--- src/rtl/mul_pkg.sv ---
// Shared definitions for the repeated-addition multiplier: datapath width and
// the control-state encoding used by mul_ctrl, the datapath and the bench.
package mul_pkg;

    localparam int WIDTH = 16;

    typedef enum logic [2:0] {
        IDLE = 3'd0,
        LDA  = 3'd1,
        LDB  = 3'd2,
        ADD  = 3'd3,
        DONE = 3'd4
    } state_t;

endpackage

--- src/rtl/mul_ctrl_if.sv ---
// Handshake/strobe bundle between the requester, mul_ctrl and the datapath.
// The master side issues start/abort and the operand bus; the slave is mul_ctrl.
interface mul_ctrl_if #(
    parameter int WIDTH = mul_pkg::WIDTH
);
    logic             start;
    logic             abort;
    logic [WIDTH-1:0] din;
    logic             ldA;
    logic             ldP;
    logic             clrP;
    logic [WIDTH-1:0] b_cnt;
    logic             eqz;
    logic             busy;
    logic             done;
    logic             valid;

    modport master (
        output start, abort, din,
        input  ldA, ldP, clrP, b_cnt, eqz, busy, done, valid
    );

    modport slave (
        input  start, abort, din,
        output ldA, ldP, clrP, b_cnt, eqz, busy, done, valid
    );
endinterface

--- src/rtl/mul_ctrl_cntr_b.sv ---
// Multiplier (B) down-counter: load, clear and non-wrapping decrement.
// Clear has priority over load, and load over decrement.
module cntr_b #(
    parameter int WIDTH = mul_pkg::WIDTH
) (
    input  logic             clk,
    input  logic             rst_n,
    input  logic             i_ld,
    input  logic             i_dec,
    input  logic             i_clr,
    input  logic [WIDTH-1:0] i_d,
    output logic [WIDTH-1:0] o_q,
    output logic             o_eqz
);
    logic [WIDTH-1:0] r_q;
    logic             w_eqz;

    assign w_eqz = (r_q == '0);

    // NOTE: sequential state uses non-blocking assignments so every register
    // samples the pre-edge values of its neighbours.
    always_ff @(posedge clk or negedge rst_n) begin
        if (!rst_n) begin
            r_q <= '0;
        end else if (i_clr) begin
            r_q <= '0;
        end else if (i_ld) begin
            r_q <= i_d;
        end else if (i_dec && !w_eqz) begin
            r_q <= r_q - WIDTH'(1);
        end
    end

    assign o_q   = r_q;
    assign o_eqz = w_eqz;
endmodule

--- src/rtl/mul_ctrl.sv ---
// Control path of the repeated-addition multiplier: sequences A/B capture from
// the shared bus, drives the PIPO2 clear/load strobes and owns the B counter.
module mul_ctrl
    import mul_pkg::*;
#(
    parameter int WIDTH = mul_pkg::WIDTH
) (
    input logic       clk,
    input logic       rst_n,
    mul_ctrl_if.slave bus
);
    state_t           r_state;
    logic             r_ldA;
    logic             r_ldP;
    logic             r_clrP;
    logic             r_done;
    logic             r_valid;
    logic             r_busy;
    logic [WIDTH-1:0] w_b_cnt;
    logic             w_eqz;
    logic             w_cnt_ld;
    logic             w_cnt_dec;

    assign w_cnt_ld  = (r_state == LDB);
    assign w_cnt_dec = (r_state == ADD);

    cntr_b #(.WIDTH(WIDTH)) u_cntr_b (
        .clk   (clk),
        .rst_n (rst_n),
        .i_ld  (w_cnt_ld),
        .i_dec (w_cnt_dec),
        .i_clr (bus.abort),
        .i_d   (bus.din),
        .o_q   (w_b_cnt),
        .o_eqz (w_eqz)
    );

    // Strobes are registered alongside the state, so each one is a pure
    // function of the state being entered and never of din/start directly.
    always_ff @(posedge clk or negedge rst_n) begin
        if (!rst_n) begin
            r_state <= IDLE;
            r_ldA   <= 1'b0;
            r_ldP   <= 1'b0;
            r_clrP  <= 1'b0;
            r_done  <= 1'b0;
            r_valid <= 1'b0;
            r_busy  <= 1'b0;
        end else begin
            r_ldA  <= 1'b0;
            r_ldP  <= 1'b0;
            r_clrP <= 1'b0;
            r_done <= 1'b0;
            if (bus.abort) begin
                r_state <= IDLE;
                r_valid <= 1'b0;
                r_busy  <= 1'b0;
            end else begin
                case (r_state)
                    IDLE: begin
                        if (bus.start) begin
                            r_state <= LDA;
                            r_valid <= 1'b0;
                            r_ldA   <= 1'b1;
                            r_busy  <= 1'b1;
                        end
                    end
                    LDA: begin
                        r_state <= LDB;
                        r_clrP  <= 1'b1;
                    end
                    LDB: begin
                        if (bus.din == '0) begin
                            r_state <= DONE;
                            r_done  <= 1'b1;
                        end else begin
                            r_state <= ADD;
                            r_ldP   <= 1'b1;
                        end
                    end
                    ADD: begin
                        // Leaving on a count of 1 gives exactly B accumulations.
                        if (w_b_cnt == WIDTH'(1)) begin
                            r_state <= DONE;
                            r_done  <= 1'b1;
                        end else begin
                            r_ldP <= 1'b1;
                        end
                    end
                    DONE: begin
                        r_state <= IDLE;
                        r_valid <= 1'b1;
                        r_busy  <= 1'b0;
                    end
                    default: begin
                        r_state <= IDLE;
                        r_busy  <= 1'b0;
                    end
                endcase
            end
        end
    end

    assign bus.ldA   = r_ldA;
    assign bus.ldP   = r_ldP;
    assign bus.clrP  = r_clrP;
    assign bus.b_cnt = w_b_cnt;
    assign bus.eqz   = w_eqz;
    assign bus.busy  = r_busy;
    assign bus.done  = r_done;
    assign bus.valid = r_valid;
endmodule

--- src/flat_wrapper.sv ---
// flat-port wrapper written by rule: the top's interface ports become plain ports
module mul_ctrl_flat import mul_pkg::*;
#(
    parameter int WIDTH = mul_pkg::WIDTH
)
  (clk, rst_n, bus_start, bus_abort, bus_din, bus_ldA, bus_ldP, bus_clrP, bus_b_cnt, bus_eqz, bus_busy, bus_done, bus_valid);
  mul_ctrl_if #(.WIDTH(WIDTH)) bus_i ();
  input logic clk;
  input logic rst_n;
  input wire logic [$bits(bus_i.start)-1:0] bus_start;
  input wire logic [$bits(bus_i.abort)-1:0] bus_abort;
  input wire logic [$bits(bus_i.din)-1:0] bus_din;
  output wire logic [$bits(bus_i.ldA)-1:0] bus_ldA;
  output wire logic [$bits(bus_i.ldP)-1:0] bus_ldP;
  output wire logic [$bits(bus_i.clrP)-1:0] bus_clrP;
  output wire logic [$bits(bus_i.b_cnt)-1:0] bus_b_cnt;
  output wire logic [$bits(bus_i.eqz)-1:0] bus_eqz;
  output wire logic [$bits(bus_i.busy)-1:0] bus_busy;
  output wire logic [$bits(bus_i.done)-1:0] bus_done;
  output wire logic [$bits(bus_i.valid)-1:0] bus_valid;
  assign bus_i.start = bus_start;
  assign bus_i.abort = bus_abort;
  assign bus_i.din = bus_din;
  assign bus_ldA = bus_i.ldA;
  assign bus_ldP = bus_i.ldP;
  assign bus_clrP = bus_i.clrP;
  assign bus_b_cnt = bus_i.b_cnt;
  assign bus_eqz = bus_i.eqz;
  assign bus_busy = bus_i.busy;
  assign bus_done = bus_i.done;
  assign bus_valid = bus_i.valid;
  mul_ctrl #(.WIDTH(WIDTH)) u_core (.clk(clk), .rst_n(rst_n), .bus(bus_i));
endmodule
--- config.mk ---
export PLATFORM = sky130hd
export DESIGN_NAME = mul_ctrl_flat
export DESIGN_NICKNAME = d
export VERILOG_FILES = /design/src/rtl/mul_pkg.sv /design/src/rtl/mul_ctrl_if.sv /design/src/rtl/mul_ctrl_cntr_b.sv /design/src/rtl/mul_ctrl.sv /design/src/flat_wrapper.sv
export SDC_FILE = /design/constraint.sdc
export NUM_CORES = 1
export LEC_CHECK = 0
export ABC_AREA = 1
export CORE_MARGIN = 2
export CORE_UTILIZATION = 50
export CTS_CLUSTER_SIZE = 14
export DETAILED_ROUTE_END_ITERATION = 12
export GPL_ROUTABILITY_DRIVEN = 1
export MAX_ROUTING_LAYER = met4
export PLACE_DENSITY = 0.89
export SETUP_SLACK_MARGIN = 0.3
export SKIP_CTS_REPAIR_TIMING = 1
export SLEW_MARGIN = 20
export SYNTH_ARGS = -nofsm -noshare
export SYNTH_HDL_FRONTEND = slang
export SYNTH_HIERARCHICAL = 1
export SYNTH_SLANG_ARGS = --single-unit
--- constraint.sdc ---
create_clock -name clk -period 2.3 [get_ports clk]
set_input_delay 0.345 -clock clk [delete_from_list [all_inputs] [get_ports clk]]
set_output_delay 0.345 -clock clk [all_outputs]
set_load 0.05 [all_outputs]
==> metrics.cfg, run 1 <==
[global_routing]
grt_pass1_vias=1684
grt_pass1_wl_um=7530
grt_max_degree=26
antenna_found_initial=0
grt_overflow=0
gr-usage-all-layers=0.244

[setup_path]
crit_path_top_delay_cell=dfrtp_2
critical_path_class=flip-flop to output port
critPathLaunch=u_core/u_cntr_b/o_q[7]$_DFFE_PN0P_
crit_cells=4
rr_startpoint=u_core/u_cntr_b/o_q[1]$_DFFE_PN0P_
cp_data_arrival_time_ps=1730
r2r_setup_slack_ps=490
startpoint_type=flip-flop
r2r_end=u_core/u_cntr_b/o_q[10]$_DFFE_PN0P_
crit_chain=nor2_4 > nand2_2 > nor4_4 > buf_12
worstPathRequired_ps=1960
worstSetupEndpoint=bus_eqz
path_buf_inv=1
r2r_cells=11
critPathTopFamily=simple AND/OR/NAND/NOR gates
crit_fanout=7
endpoint_kind=output port
slowest_delay_ps=520

[clock_tree]
cts-htree-levels=1
cts_root_buffer=clkbuf_4
clkLatencyLatePin_ps=320
clk_pin_slew_ps=150
cts_tree=done
cts.sink_count=25
cts_buffers=3
cts.path.max_buffers=2

[logic_synthesis]
synthesis.area_um2=1730
synth-xor-area-share=0.00505
synth_edf_count=0
yosysUniqueCellTypes=26
synth_compound_area_frac=0.0765
synthArstFlopShare=1.00
ys.flop_type=dfrtp_1
avgSynthCellArea_um2=6.35
yosysMostFrequentCell=nand2_1
synthAdderAreaFrac=0.00722
synth_seq_area_share=0.361
syn_inst=273
synth_top_family_by_area=simple AND/OR/NAND/NOR gates
ys_ff_latch=25
yosysTopAreaCell=dfrtp_1
synth_top_area_frac=0.361
yosysWarnings=6
synthSimpleGateAreaFrac=0.479
synth_mux_area_frac=0
yosys-top-cells-area=dfrtp_1 (36%), nand2_1 (21%), nor2_1 (11%)
yosys-top-cells-count=nand2_1 (95), nor2_1 (51), nand3_1 (28), dfrtp_1 (25), inv_1 (21)
syn-num-nets=294

[sta]
worst_slack_ps=225
finClkSkew_ps=7.17
worst_pin_slew_ps=647
slew_headroom=0.568
finalCritPeriodShare=0.902
layout_min_cycle_time_ps=2080
report.final.hold_viol_count=0
grt_setup_unrepaired=true
drv_slew=0
setup_viol=0
setup_tns_ps=0
fmax_mhz=482

[power]
swShare=0.574
p_seq_frac=0.230
fin_total_pwr_uw=3530
leakagePower_uw=0.00137
clockPowerShare=0.059
switchingPower_uw=2030
p_comb_frac=0.711
power-per-cell-area_nw_per_um2=1500
p_int_uw=1500
ir_drop_mv=0.835

[final_layout]
drive_above_1_share=0.126
final_cells=364
fill_cells=293
fin_nets=340
fin_util=0.704
syn_to_final_growth_pct=35.6
diodes=0

[placement]
place_inst=359
place_hpwl_um=3480
gp_congestion=0.900
io_buffers=42
dp_slack_ps=509

[job]
cap_violations=0

[floorplan]
core_um2=3340
fp.dieH_um=62.9
io_pins=43
die_x_um=62.9
rows=21
start_util=0.519
die-area_um2=3950

[route]
wl_met1_um=2050
drtIter0Drc=175
routed_via_density=5.33
drtAntennaViolNets=0
drc=0
wl_per_cell_um=13.1
wl_met3_um=412
drtPass1Iterations=6
wirelength_um=4760
wl_met2_um=2280
vias=1939
top_layer_used=met4

[worst_hold_path]
hp-class=input pin to async pin

[status]
outcome=finished clean

## power by group through the flow
| stage | Sequential [µW] | Clock [µW] | Combinational [µW] |
|---|---|---|---|
| global route | 836 | 235 | 2750 |
| finish | 812 | 209 | 2510 |
| CTS | 804 | 213 | 2420 |
| detailed placement | 815 | 0 | 2420 |
| global placement | 810 | 0 | 2380 |
| floorplan | 1230 | 0 | 1340 |
## layout by cell type, fill, tap and decap left out, types with 4 or more instances in the layout
master	instances
nor2_2	5
nand3_1	27
dfrtp_1	22
nor2_1	50
o21ai_1	4
o22ai_1	4
buf_4	4
nand2_1	94
dlymetal6s2s_1	14
a21oi_1	7
inv_1	18
inv_2	5
o21ai_0	9
clkdlybuf4s50_1	27
## sequential cells by signal, indices dropped and copies added, names as in the netlist
name                 flops
u_core/bus.ldP           1
u_core/u_cntr_b/o_q     16
u_core/bus.ldA           1
u_core/bus.busy          1
u_core/bus.clrP          1
u_core/bus.valid         1
u_core/bus.done          1
u_core/r_state           3
## through the flow
step                area, µm²  hold WS (ps)
CTS                      2290           360
floorplan                1780          49.4
detailed placement       2260           482
global route             2350           395
global placement         2260           483
finish                   2350           365
## cell families (layout without fill, tap and decap cells)
family,count (synthesis),after routing
xor+xnor,1,1
compound gates,25,25
fa+ha+maj,1,1
buf+inv,30,75
simple gates,191,191
flops,25,25
## cell type report
class | count | area (µm²) | share of cell area
Clock buffer | 3 | 22.5 | 0.00958
Clock inverter | 1 | 7.51 | 0.00319
Inverter | 25 | 97.6 | 0.0415
Multi-Input combinational cell | 218 | 1040 | 0.442
Sequential cell | 25 | 629 | 0.268
Tap cell | 46 | 57.6 | 0.0245
Timing Repair Buffer | 46 | 495 | 0.211
## worst min-delay path by stage
stage | startpoint | end
final | rst_n | u_core/u_cntr_b/o_q[4]$_DFFE_PN0P_
after global placement | u_core/bus.busy$_DFFE_PN0P_ | u_core/bus.busy$_DFFE_PN0P_
after CTS | rst_n | u_core/u_cntr_b/o_q[4]$_DFFE_PN0P_
after global routing | rst_n | u_core/u_cntr_b/o_q[4]$_DFFE_PN0P_
after floorplan | rst_n | u_core/bus.busy$_DFFE_PN0P_
after detailed placement | u_core/bus.busy$_DFFE_PN0P_ | u_core/bus.busy$_DFFE_PN0P_
## worst reg2reg max path: stages (launching register included)
cell and delay [ps]:
dfrtp_2 450, inv_2 100, ha_4 150, nand3_2 110, nor2_2 160, nand2_1 80, nand2_2 210, nand2_4 120
nand2_4 120, inv_4 70, nand2_1 70, nand2_1 60
## layer usage
layer,track usage,up-vias
met4,0.0667,0
met5,-,-
met1,0.323,869
li1,-,957
met2,0.402,111
met3,0.0198,2
Note: power is estimated with default switching activity, not from simulation.
==> run 2, diff against run 1 <==
--- a/config.mk
+++ b/config.mk
@@ -6,13 +6,15 @@
 export NUM_CORES = 1
 export LEC_CHECK = 0
 export ABC_AREA = 1
+export CELL_PAD_IN_SITES_DETAIL_PLACEMENT = 1
+export CELL_PAD_IN_SITES_GLOBAL_PLACEMENT = 1
 export CORE_MARGIN = 2
-export CORE_UTILIZATION = 50
-export CTS_CLUSTER_SIZE = 14
+export CORE_UTILIZATION = 36
+export CTS_CLUSTER_SIZE = 16
 export DETAILED_ROUTE_END_ITERATION = 12
 export GPL_ROUTABILITY_DRIVEN = 1
 export MAX_ROUTING_LAYER = met4
-export PLACE_DENSITY = 0.89
+export PLACE_DENSITY = 0.92
 export SETUP_SLACK_MARGIN = 0.3
 export SKIP_CTS_REPAIR_TIMING = 1
 export SLEW_MARGIN = 20
==> run 2 against run 1 <==
  * Worst hold slack better by 66 ps
  * Die area rose by 36%
  * Sequential share of layout area down 0.31 points
  * Clock power is 39% higher
  * Clock-buffer cell count did not move
  * Critical path depth rose by 3
  * Maximum frequency grew 2.9%
  * Register-to-register slack lost 50 ps
  * Sequential power grew 2%
  * Final area is 1.2% higher
  * Flip-flop and latch count unchanged
  * Worst setup slack gained 59 ps
  * Critical endpoint unchanged
  * Largest cell class unchanged
==> metrics.cfg, run 2 (same netlist as run 1, synthesis figures left out) <==
[status]
outcome=finished clean

[sta]
slew_headroom=0.501
finalCritPeriodShare=0.877
grt_setup_unrepaired=true
layout_min_cycle_time_ps=2020
report.final.hold_viol_count=0
finClkSkew_ps=10.7
setup_tns_ps=0
drv_slew=0
worst_pin_slew_ps=747
fmax_mhz=496
setup_viol=0

[setup_path]
crit_fanout=3
cp_data_arrival_time_ps=1670
startpoint_type=flip-flop
crit_path_top_delay_cell=dfrtp_2
crit_chain=inv_2 > ha_4 > inv_2 > nor2_4 > nand3_4 > nor4_4 > buf_12
endpoint_kind=output port
r2r_cells=11
r2r_end=u_core/u_cntr_b/o_q[13]$_DFFE_PN0P_
r2r_setup_slack_ps=440
critical_path_class=flip-flop to output port
worstPathRequired_ps=1960
slowest_delay_ps=440
cpMostUsedCell=inv_2
rr_startpoint=u_core/u_cntr_b/o_q[0]$_DFFE_PN0P_
critPathLaunch=u_core/u_cntr_b/o_q[0]$_DFFE_PN0P_

[floorplan]
die_x_um=73.4
core_um2=4690
start_util=0.369
rows=25
die-area_um2=5380
fp.dieH_um=73.4
io_pins=43

[job]
cap_violations=0

[final_layout]
fill_cells=634
largest_reg_flops=16
syn_to_final_growth_pct=37.2
final_cell_mix=nand2_1 (94), nor2_1 (50), clkdlybuf4s50_1 (36)
mostFrequentLayoutCell=nand2_1
drive_above_1_share=0.131
fin_nets=342
multi_input_area_um2=1040
diodes=0
final_cell_area_um2=2380
seq_area_um2=629

[clock_tree]
cts_tree=done
cts-htree-levels=1
cts.sink_count=25
clkLatencyLatePin_ps=280
cts.path.max_buffers=2
clk_pin_slew_ps=110
cts_buffers=3
cts_root_buffer=clkbuf_8

[global_routing]
grt_pass1_vias=2022
grt_max_degree=26
grt_overflow=0
gr-usage-all-layers=0.232
antenna_found_initial=0
grt_pass1_wl_um=9320

[route]
vias=1973
drtIter0Drc=91
drtAntennaViolNets=0
drtPass1Iterations=4
drc=0
wl_per_cell_um=16.5
routed_via_density=5.28
wirelength_um=6170

[placement]
place_area_um2=2270
place_hpwl_um=4430
gp_congestion=0.888
io_buffers=42

[power]
power-per-cell-area_nw_per_um2=1580
ir_drop_mv=0.691
leakagePower_uw=0.00125

[worst_hold_path]
hp-class=input pin to async pin

run 2: cell count changes in the layout (fill, tap and decap cells not counted), sizes merged:
cell / before / now
buf: 5 / 7
clkdlybuf4s50: 27 / 36
clkinvlp: 1 / 0
dlymetal6s2s: 14 / 5
inv: 24 / 25
run 2: worst max-delay path by stage:
stage                                          end  slack (ps)  cells past startpoint
6_report                                   bus_eqz         280                      7
5_1_grt                                    bus_eqz         230                      7
4_1_cts                                    bus_eqz         140                      7
3_5_place_dp   u_core/u_cntr_b/o_q[14]$_DFFE_PN0P_         460                     11
3_3_place_gp                               bus_eqz         510                      7
2_1_floorplan                              bus_eqz         280                      6
run 2: power breakdown:
group          internal [µW]  switching (µW)
Sequential               588             241
Clock                    127             164
Combinational            880            1760
run 2: worst max-delay path, delay by kind of cell, from the launching register on:
kind                     cells  cell delay, ps
AND/OR/NAND/NOR              3             470
flip-flops                   1             440
buffers and inverters        3             320
adder cells (fa/ha/maj)      1             160
run 2: routing by layer:
layer / global-route usage / routed length [µm] / vias up
li1: - / - / 950
met1: 0.295 / 2830 / 978
met2: 0.382 / 3100 / 41
met3: 0.0247 / 179 / 4
met4: 0.0828 / 57 / 0
met5: - / 0 / -
run 2: through the flow:
stage               setup WS [ps]  power [µW]  utilization  instances  hold WS (ps)
global route                  226        4040        0.507        374           465
finish                        284        3760        0.507        374           431
CTS                           137        3650        0.495        371           439
floorplan                     280        2570            -        273          49.4
global placement              515        3250        0.484        367           480
detailed placement            464        3340        0.484        367           496
run 2: layout make-up:
| class | count | area share |
|---|---|---|
| tap | 54 | 0.0284 |
| sequential | 25 | 0.265 |
| clock inverter | 1 | 0.00368 |
| timing repair buffer | 48 | 0.205 |
| clock buffer | 3 | 0.0174 |
| inverter | 25 | 0.0411 |
| multi-input combinational | 218 | 0.439 |
